## config.mk

```make
export PLATFORM = sky130hd
export DESIGN_NAME = alu_station
export DESIGN_NICKNAME = d
export VERILOG_FILES = /design/src/rtl/alu_station.sv
export SDC_FILE = /design/constraint.sdc
export NUM_CORES = 1
export LEC_CHECK = 0
export ABC_AREA = 1
export CORE_UTILIZATION = 45
export CTS_CLUSTER_DIAMETER = 30
export DETAILED_ROUTE_END_ITERATION = 10
export PLACE_DENSITY = 0.78
export REMOVE_ABC_BUFFERS = 1
export SLEW_MARGIN = 30
export SYNTH_ARGS = -nofsm -noshare
export SYNTH_HDL_FRONTEND = slang
export SYNTH_SLANG_ARGS = --single-unit
```

## constraint.sdc

```tcl
create_clock -name clk -period 7.6 [get_ports clk]
set_input_delay 1.52 -clock clk [delete_from_list [all_inputs] [get_ports clk]]
set_output_delay 1.52 -clock clk [all_outputs]
set_load 0.02 [all_outputs]
```

## src/rtl/alu_station.sv

```systemverilog
// rtl/alu_station.sv - single-entry ALU reservation station with execute stage and own write port
// Holds one issued op, snoops the write bus until all locks clear, then fires a one-cycle write.
module alu_station #(
  parameter int TAG_W = 4
) (
  input  logic             clk,
  input  logic             rst,
  input  logic             rdy,
  input  logic             flush_in,
  input  logic             en_in,
  input  logic [31:0]      pc_in,
  input  logic [3:0]       op_in,
  input  logic [TAG_W-1:0] tagx_in,
  input  logic [TAG_W-1:0] tagy_in,
  input  logic [TAG_W-1:0] tagw_in,
  input  logic [31:0]      datax_in,
  input  logic [31:0]      datay_in,
  input  logic [4:0]       addrx_in,
  input  logic [4:0]       addry_in,
  input  logic [4:0]       addrw_in,
  input  logic             en_mw0,
  input  logic             en_mw1,
  input  logic             en_mw2,
  input  logic [4:0]       reg_write_addr0,
  input  logic [4:0]       reg_write_addr1,
  input  logic [4:0]       reg_write_addr2,
  input  logic [31:0]      write_data0,
  input  logic [31:0]      write_data1,
  input  logic [31:0]      write_data2,
  output logic             busy_out,
  output logic [TAG_W-1:0] tagx_out,
  output logic [TAG_W-1:0] tagy_out,
  output logic [TAG_W-1:0] tagw_out,
  output logic             en_mw_out,
  output logic [4:0]       reg_write_addr_out,
  output logic [31:0]      write_data_out
);

  localparam logic [TAG_W-1:0] UNLOCKED = '0;

  logic             valid;
  logic [3:0]       op_q;
  logic [31:0]      pc_q, datax_q, datay_q;
  logic [TAG_W-1:0] tagx_q, tagy_q, tagw_q;
  logic [4:0]       addrx_q, addry_q, addrw_q;

  logic             hit_x, hit_y, hit_w;
  logic [31:0]      snp_x, snp_y;
  logic             fire, accept;
  logic [31:0]      result;

  // Write-bus snoop; lower-numbered ports win, register 0 never matches.
  always_comb begin
    hit_x = 1'b0;
    hit_y = 1'b0;
    hit_w = 1'b0;
    snp_x = datax_q;
    snp_y = datay_q;
    if (addrx_q != 5'd0) begin
      if (en_mw0 && reg_write_addr0 == addrx_q) begin
        hit_x = 1'b1; snp_x = write_data0;
      end else if (en_mw1 && reg_write_addr1 == addrx_q) begin
        hit_x = 1'b1; snp_x = write_data1;
      end else if (en_mw2 && reg_write_addr2 == addrx_q) begin
        hit_x = 1'b1; snp_x = write_data2;
      end
    end
    if (addry_q != 5'd0) begin
      if (en_mw0 && reg_write_addr0 == addry_q) begin
        hit_y = 1'b1; snp_y = write_data0;
      end else if (en_mw1 && reg_write_addr1 == addry_q) begin
        hit_y = 1'b1; snp_y = write_data1;
      end else if (en_mw2 && reg_write_addr2 == addry_q) begin
        hit_y = 1'b1; snp_y = write_data2;
      end
    end
    if (addrw_q != 5'd0) begin
      hit_w = (en_mw0 && reg_write_addr0 == addrw_q) ||
              (en_mw1 && reg_write_addr1 == addrw_q) ||
              (en_mw2 && reg_write_addr2 == addrw_q);
    end
  end

  always_comb begin
    case (op_q)
      4'd0:    result = datax_q + datay_q;
      4'd1:    result = datax_q - datay_q;
      4'd2:    result = datax_q << datay_q[4:0];
      4'd3:    result = {31'd0, $signed(datax_q) < $signed(datay_q)};
      4'd4:    result = {31'd0, datax_q < datay_q};
      4'd5:    result = datax_q ^ datay_q;
      4'd6:    result = datax_q >> datay_q[4:0];
      4'd7:    result = $unsigned($signed(datax_q) >>> datay_q[4:0]);
      4'd8:    result = datax_q | datay_q;
      4'd9:    result = datax_q & datay_q;
      4'd10:   result = pc_q + datay_q;
      4'd11:   result = pc_q + 32'd4;
      4'd12:   result = datay_q;
      default: result = 32'd0;
    endcase
  end

  assign fire   = valid && tagx_q == UNLOCKED && tagy_q == UNLOCKED && tagw_q == UNLOCKED;
  assign accept = en_in && (!valid || fire);

  assign busy_out = valid;
  assign tagx_out = valid ? tagx_q : UNLOCKED;
  assign tagy_out = valid ? tagy_q : UNLOCKED;
  assign tagw_out = valid ? tagw_q : UNLOCKED;

  always_ff @(posedge clk or posedge rst) begin
    if (rst) begin
      valid              <= 1'b0;
      op_q               <= 4'd0;
      pc_q               <= 32'd0;
      datax_q            <= 32'd0;
      datay_q            <= 32'd0;
      tagx_q             <= UNLOCKED;
      tagy_q             <= UNLOCKED;
      tagw_q             <= UNLOCKED;
      addrx_q            <= 5'd0;
      addry_q            <= 5'd0;
      addrw_q            <= 5'd0;
      en_mw_out          <= 1'b0;
      reg_write_addr_out <= 5'd0;
      write_data_out     <= 32'd0;
    end else if (rdy) begin
      if (flush_in) begin
        valid     <= 1'b0;
        en_mw_out <= 1'b0;
        tagx_q    <= UNLOCKED;
        tagy_q    <= UNLOCKED;
        tagw_q    <= UNLOCKED;
      end else begin
        en_mw_out <= fire && (addrw_q != 5'd0);
        if (fire) begin
          reg_write_addr_out <= addrw_q;
          write_data_out     <= result;
        end
        if (accept) begin
          valid   <= 1'b1;
          op_q    <= op_in;
          pc_q    <= pc_in;
          datax_q <= datax_in;
          datay_q <= datay_in;
          tagx_q  <= tagx_in;
          tagy_q  <= tagy_in;
          tagw_q  <= tagw_in;
          addrx_q <= addrx_in;
          addry_q <= addry_in;
          addrw_q <= addrw_in;
        end else if (fire) begin
          valid <= 1'b0;
        end else if (valid) begin
          if (tagx_q != UNLOCKED && hit_x) begin
            tagx_q  <= UNLOCKED;
            datax_q <= snp_x;
          end
          if (tagy_q != UNLOCKED && hit_y) begin
            tagy_q  <= UNLOCKED;
            datay_q <= snp_y;
          end
          if (tagw_q != UNLOCKED && hit_w) tagw_q <= UNLOCKED;
        end
      end
    end
  end

endmodule

```

# After elaboration in Yosys (flattened, before gate mapping)
# Index checks and enable logic that the tools add are counted.
# word_totals
regBits	166
in_bits	246
out_inout_bits	51
# op_classes
addsub	4
magnitude_cmp	2
n_eq_ne	23
shift	3
n_mux	48
bitwise	4
n_reduce_logical	51
# ops
cell	n
two-way mux 32 bit	16
one-hot mux 32 bit (13 select lines)	1
two-way mux 4 bit	18
adder 32 bit	2
< comparator 32 bit	2
== test 5 bit	9
adder 32 x 3 -> 32 bit (second input constant)	1
bitwise AND 32 bit	1
OR 32 bit	1
left shift 32 x 5 -> 32 bit	1
>> shifter 32 x 5 -> 32 bit	1
>>> shifter 32 x 5 -> 32 bit	1
subtractor 32 bit	1
bitwise XOR 32 bit	1
== test 4 bit (second input constant)	5
nonzero test 4 bit	5
logical AND 1 bit	17
== test 4 x 3 -> 1 bit (second input constant)	4
zero test 4 bit	4
nonzero test 3 bit	5
nonzero test 5 bit	3
AND reduction 7 bit	2
two-way mux 1 bit	13
AND reduction 4 bit	3
other kinds (10)	18

# Logic depth before layout (Yosys ltp)
# logic_depth
ltp_word	12
mapped_depth	24
ltp_nobuf	22

# Worst setup path after synthesis
# Ideal clock, no wire load.
# synth_path
kind	register to register
start	register op_q[1]
end	register write_data_out[30]
arrival_time_ps	2849
required_time_ps	7483
setup_slack_ps	4634
path_stages_with_launch	25
n_path_buf	2
synth_period_minus_slack_ps	2966
path_cell_list	dfrtp_1 inv_2 nor2_1 nand2_1 clkbuf_1 buf_1 nand2_1 o21ai_0 ha_1 inv_1 fa_1 nor2_1 nand2_1 nand2_1 nand2_1 nand2_1 nand2_1 nand2_1 nand2_1 nand2_1 nand2_1 nand3_1 nand3_1 nand2_1 nand2_1
# synth_rtl
item	line_no	rtl
from (decl)	42	logic [3:0] op_q;
from (signal assigned)	142	op_q <= op_in;
to (signal assigned)	138	write_data_out <= result;
to (decl)	36	output logic [31:0] write_data_out

# Worst setup path after layout
# layout_path
start	input reg_write_addr1[4]
end	register datax_q[25]
# layout_between
elab_chain_cells	9
word_cells_on_any_way	16
classes_between	1 x eq/ne; 10 x mux; 5 x reduce/logical
# layout_lines
item	line_no	rtl
from (decl)	25	input logic [4:0] reg_write_addr1,
== test 5 bit *	62	end else if (en_mw1 && reg_write_addr1 == addrx_q) begin
logical AND 1 bit *	62	
two-way mux 32 bit	62	
two-way mux 32 bit	60	if (en_mw0 && reg_write_addr0 == addrx_q) begin
two-way mux 32 bit	59	if (addrx_q != 5'd0) begin
two-way mux 32 bit	155	if (tagx_q != UNLOCKED && hit_x) begin
two-way mux 32 bit	154	end else if (valid) begin
two-way mux 32 bit	152	end else if (fire) begin
two-way mux 32 bit	140	if (accept) begin
to (signal assigned)	144	datax_q <= datax_in;
to (signal assigned)	157	datax_q <= snp_x;
to (decl)	43	logic [31:0] pc_q, datax_q, datay_q;
# Every way passes the cells marked *; elsewhere a longest branch is shown, timed or not. The select of a mux whose other input is x is not followed.
# A chain may end at the register's enable or synchronous reset.

==> impl_metrics.tcl <==
set metrics [dict create \
    vias 26400 \
    path_max_fanout 33 \
    outcome "finished, violations left" \
    ys.flop_type "dfrtp_1" \
    avgViaCountPerCell 5.89 \
    ys_warn_count 0 \
    rows 78 \
    met2_wirelength_mm 44.2 \
    fillerInstances 4903 \
    fin_util 0.544 \
    drt-total-wl_mm 98.6 \
    top_layer "met5" \
    initial_core_util 0.458 \
    power.leakage_nw 12.6 \
    grt.overflow.total 0 \
    worstPathRequired_ns 7.98 \
    crit_chain "clkdlybuf4s50_1 -> xor2_1 -> nor3_4 -> buf_4 -> nand3_2 -> nand3_1 -> nand2_1 -> a21oi_4 -> inv_2 -> nand2_1 -> nand2_1" \
    syn_area_per_cell_um2 5.65 \
    worstMarginPinSlew_ns 1.09 \
    antenna_found_initial 5 \
    grt_pass1_wl_mm 148 \
    numCtsBuffers 17 \
    rrSetupSlack_ns 3.45 \
    seq_area_frac_synth 0.200 \
    reg2reg_to "write_data_out[16]" \
    critPathMaxStageDelay_ns 0.75 \
    grt_start_max_net_pins 103 \
    finalNonFillerCells 4479 \
    slowest_stage "a21oi_4" \
    cts_tree "built" \
    io_pins 297 \
    final_antenna_net_count 0 \
    cts_sinks 166 \
    violations "design-rule violations" \
    critPathLaunchType "primary input" \
    hold_violations 0 \
    die_w_um 217 \
    rr_startpoint "op_q[3]" \
    postCtsSetupRepairBufs 0 \
    syn_inst 3686 \
    slew_violations 0 \
    power_density_nw_per_um2 463 \
    min_path_cells 2 \
    fin_nets 4247 \
    fin_setup_tns_ns 0 \
    cts_max_level 4 \
    timing.fmax_mhz 194 \
    cts_root_buf "clkbuf_16" \
    path_class "in -> reg" \
    dr.pass1.iters 11 \
    synth_edf_count 0 \
    worstRegToRegCells 16 \
    critPathArrivalTime_ns 5.54 \
    portBuffers 296 \
    drt-met1-wl_mm 38.2 \
    gp_congestion 1.06 \
    grt_usage 0.417 \
    coreArea_um2 45500 \
    setup_viol 0 \
    ys_ff_latch 166 \
    post_cts_resized 0 \
    drc 8 \
    drive_above_1_share 0.0278 \
    clkLatencyLatePin_ns 0.50 \
    min_period_ns 5.16 \
    maxCapViolCount 0 \
    yosys-top-cells-count "nand2_1 (1328), nand3_1 (522), inv_1 (354)" \
    holdPathEnd "write_data_out[14]" \
    wl_met3_mm 9.27 \
    ys_types 48 \
    synthesis.area_um2 20800 \
    clkTransAtPathRegs_ns 0.07 \
    slew_headroom 0.274 \
    grt_pass1_vias 24700 \
    dpl.cell_count 4446 \
    drt_first_iter_violations 3292 \
    yosysMostFrequentCell "nand2_1" \
    post-route-period-util 0.680 \
    yosysTopAreaCellShare 0.239 \
    min-delay-start "write_data_out[14]" \
    die_area_um2 47100 \
    synthArstFlopShare 1.00 \
    synth_area_leaders "nand2_1 (24%), dfrtp_1 (20%), nand3_1 (13%)" \
    fin_worst_skew_ns 0.0158 \
    avgRoutedWirePerCell_um 22.0 \
    vdd_drop_max_v 0.000337 \
    rsz0062_at_grt "false" \
    cp_common_cell "nand2_1" \
    yosys.area.top_type "nand2_1" \
    cts_buffer_depth 2 \
    min_path_type "reg -> reg" \
    end_kind "flip-flop" \
    area_delta_synth_final_pct 18.9 \
    die_y_um 217 \
    cts_hold_buf 0 \
    dp_hpwl_mm 79.4 \
]
[where the power goes]
part | switching (mW) | internal (mW)
combinational | 5.96 | 2.59
sequential | 0.774 | 1.25
clock | 0.412 | 0.486
[routing by layer]
layer / vias to the layer above / track usage
met5: - / 0
met4: 8 / 0.265
met3: 309 / 0.0876
met2: 1426 / 0.668
met1: 12100 / 0.508
li1: 12500 / -
[logic make-up (layout without fill, tap and decap cells)]
group | count (synthesis) | after routing | share of synthesized area
other | 0 | 1 | 0
AOI/OAI and AO/OA | 482 | 482 | 0.134
and+or+nand+nor | 2357 | 2357 | 0.480
DFF | 166 | 166 | 0.200
adders and majority gates | 136 | 136 | 0.0825
xor gates and xnor gates | 10 | 10 | 0.00421
buffers and inverters | 535 | 727 | 0.0991
[worst max path at each step]
stage / startpoint / end / slack, ns
final: reg_write_addr1[4] / datax_q[25] / 2.44
after global routing: reg_write_addr1[4] / datax_q[26] / 2.18
after CTS: reg_write_addr1[4] / datax_q[25] / 2.52
after detailed placement: reg_write_addr1[4] / datax_q[25] / 1.97
after global placement: reg_write_addr1[4] / datax_q[20] / 2.08
after floorplan: rst / addrw_q[0] / 1.59
[registers in the layout, summed over array words and instances (netlist names)]
signal	cells
addry_q	5
busy_out	1
write_data_out	32
tagw_q	4
op_q	4
tagx_q	4
datax_q	32
addrw_q	5
en_mw_out	1
reg_write_addr_out	5
tagy_q	4
pc_q	32
addrx_q	5
datay_q	32
[critical path, delay by kind of cell]
kind                   cells  cell delay, ns
XOR/XNOR                   1            0.16
AO/OA/AOI/OAI              1            0.75
buffers and inverters      3            1.54
AND/OR/NAND/NOR            6            1.53
[metrics by stage]
| stage | cell area, um2 | power [mW] | worst slack, ns | hold slack (ns) |
|---|---|---|---|---|
| global route | 24800 | 12.4 | 2.18 | 0.489 |
| CTS | 24800 | 11.2 | 2.52 | 0.482 |
| detailed placement | 24200 | 10.2 | 1.97 | 0.464 |
| global placement | 24200 | 10.2 | 2.08 | 0.462 |
| floorplan | 20100 | 7.21 | 1.59 | 0.481 |
| finish | 24800 | 11.5 | 2.44 | 0.478 |
[area by class of cell]
class / instances / area [um2] / share of cell area
Sequential cell: 166 / 4160 / 0.168
Timing Repair Buffer: 327 / 3200 / 0.129
Clock buffer: 19 / 433 / 0.0175
Inverter: 368 / 1390 / 0.0560
Multi-Input combinational cell: 2985 / 14700 / 0.593
Antenna cell: 1 / 2.50 / 0.000101
Clock inverter: 13 / 146 / 0.00591
Tap cell: 600 / 751 / 0.0303
[cell usage in the layout, fill, tap and decap left out, drive strengths merged, types with 9 or more instances in the layout]
cell | netlist | final
nand3b | 11 | 11
a21oi | 152 | 152
o211ai | 79 | 79
or2 | 12 | 12
ha | 134 | 134
o21ai | 175 | 175
dfrtp | 166 | 166
buf | 69 | 31
o21bai | 9 | 9
nor2 | 301 | 301
o22ai | 41 | 41
nand4 | 109 | 109
nor3 | 46 | 46
nand3 | 524 | 524
and2 | 14 | 14
inv | 365 | 369
clkbuf | 98 | 19
nand2 | 1329 | 1329
clkdlybuf4s50 | 0 | 296
No activity file was read; power rests on OpenSTA's default activity.
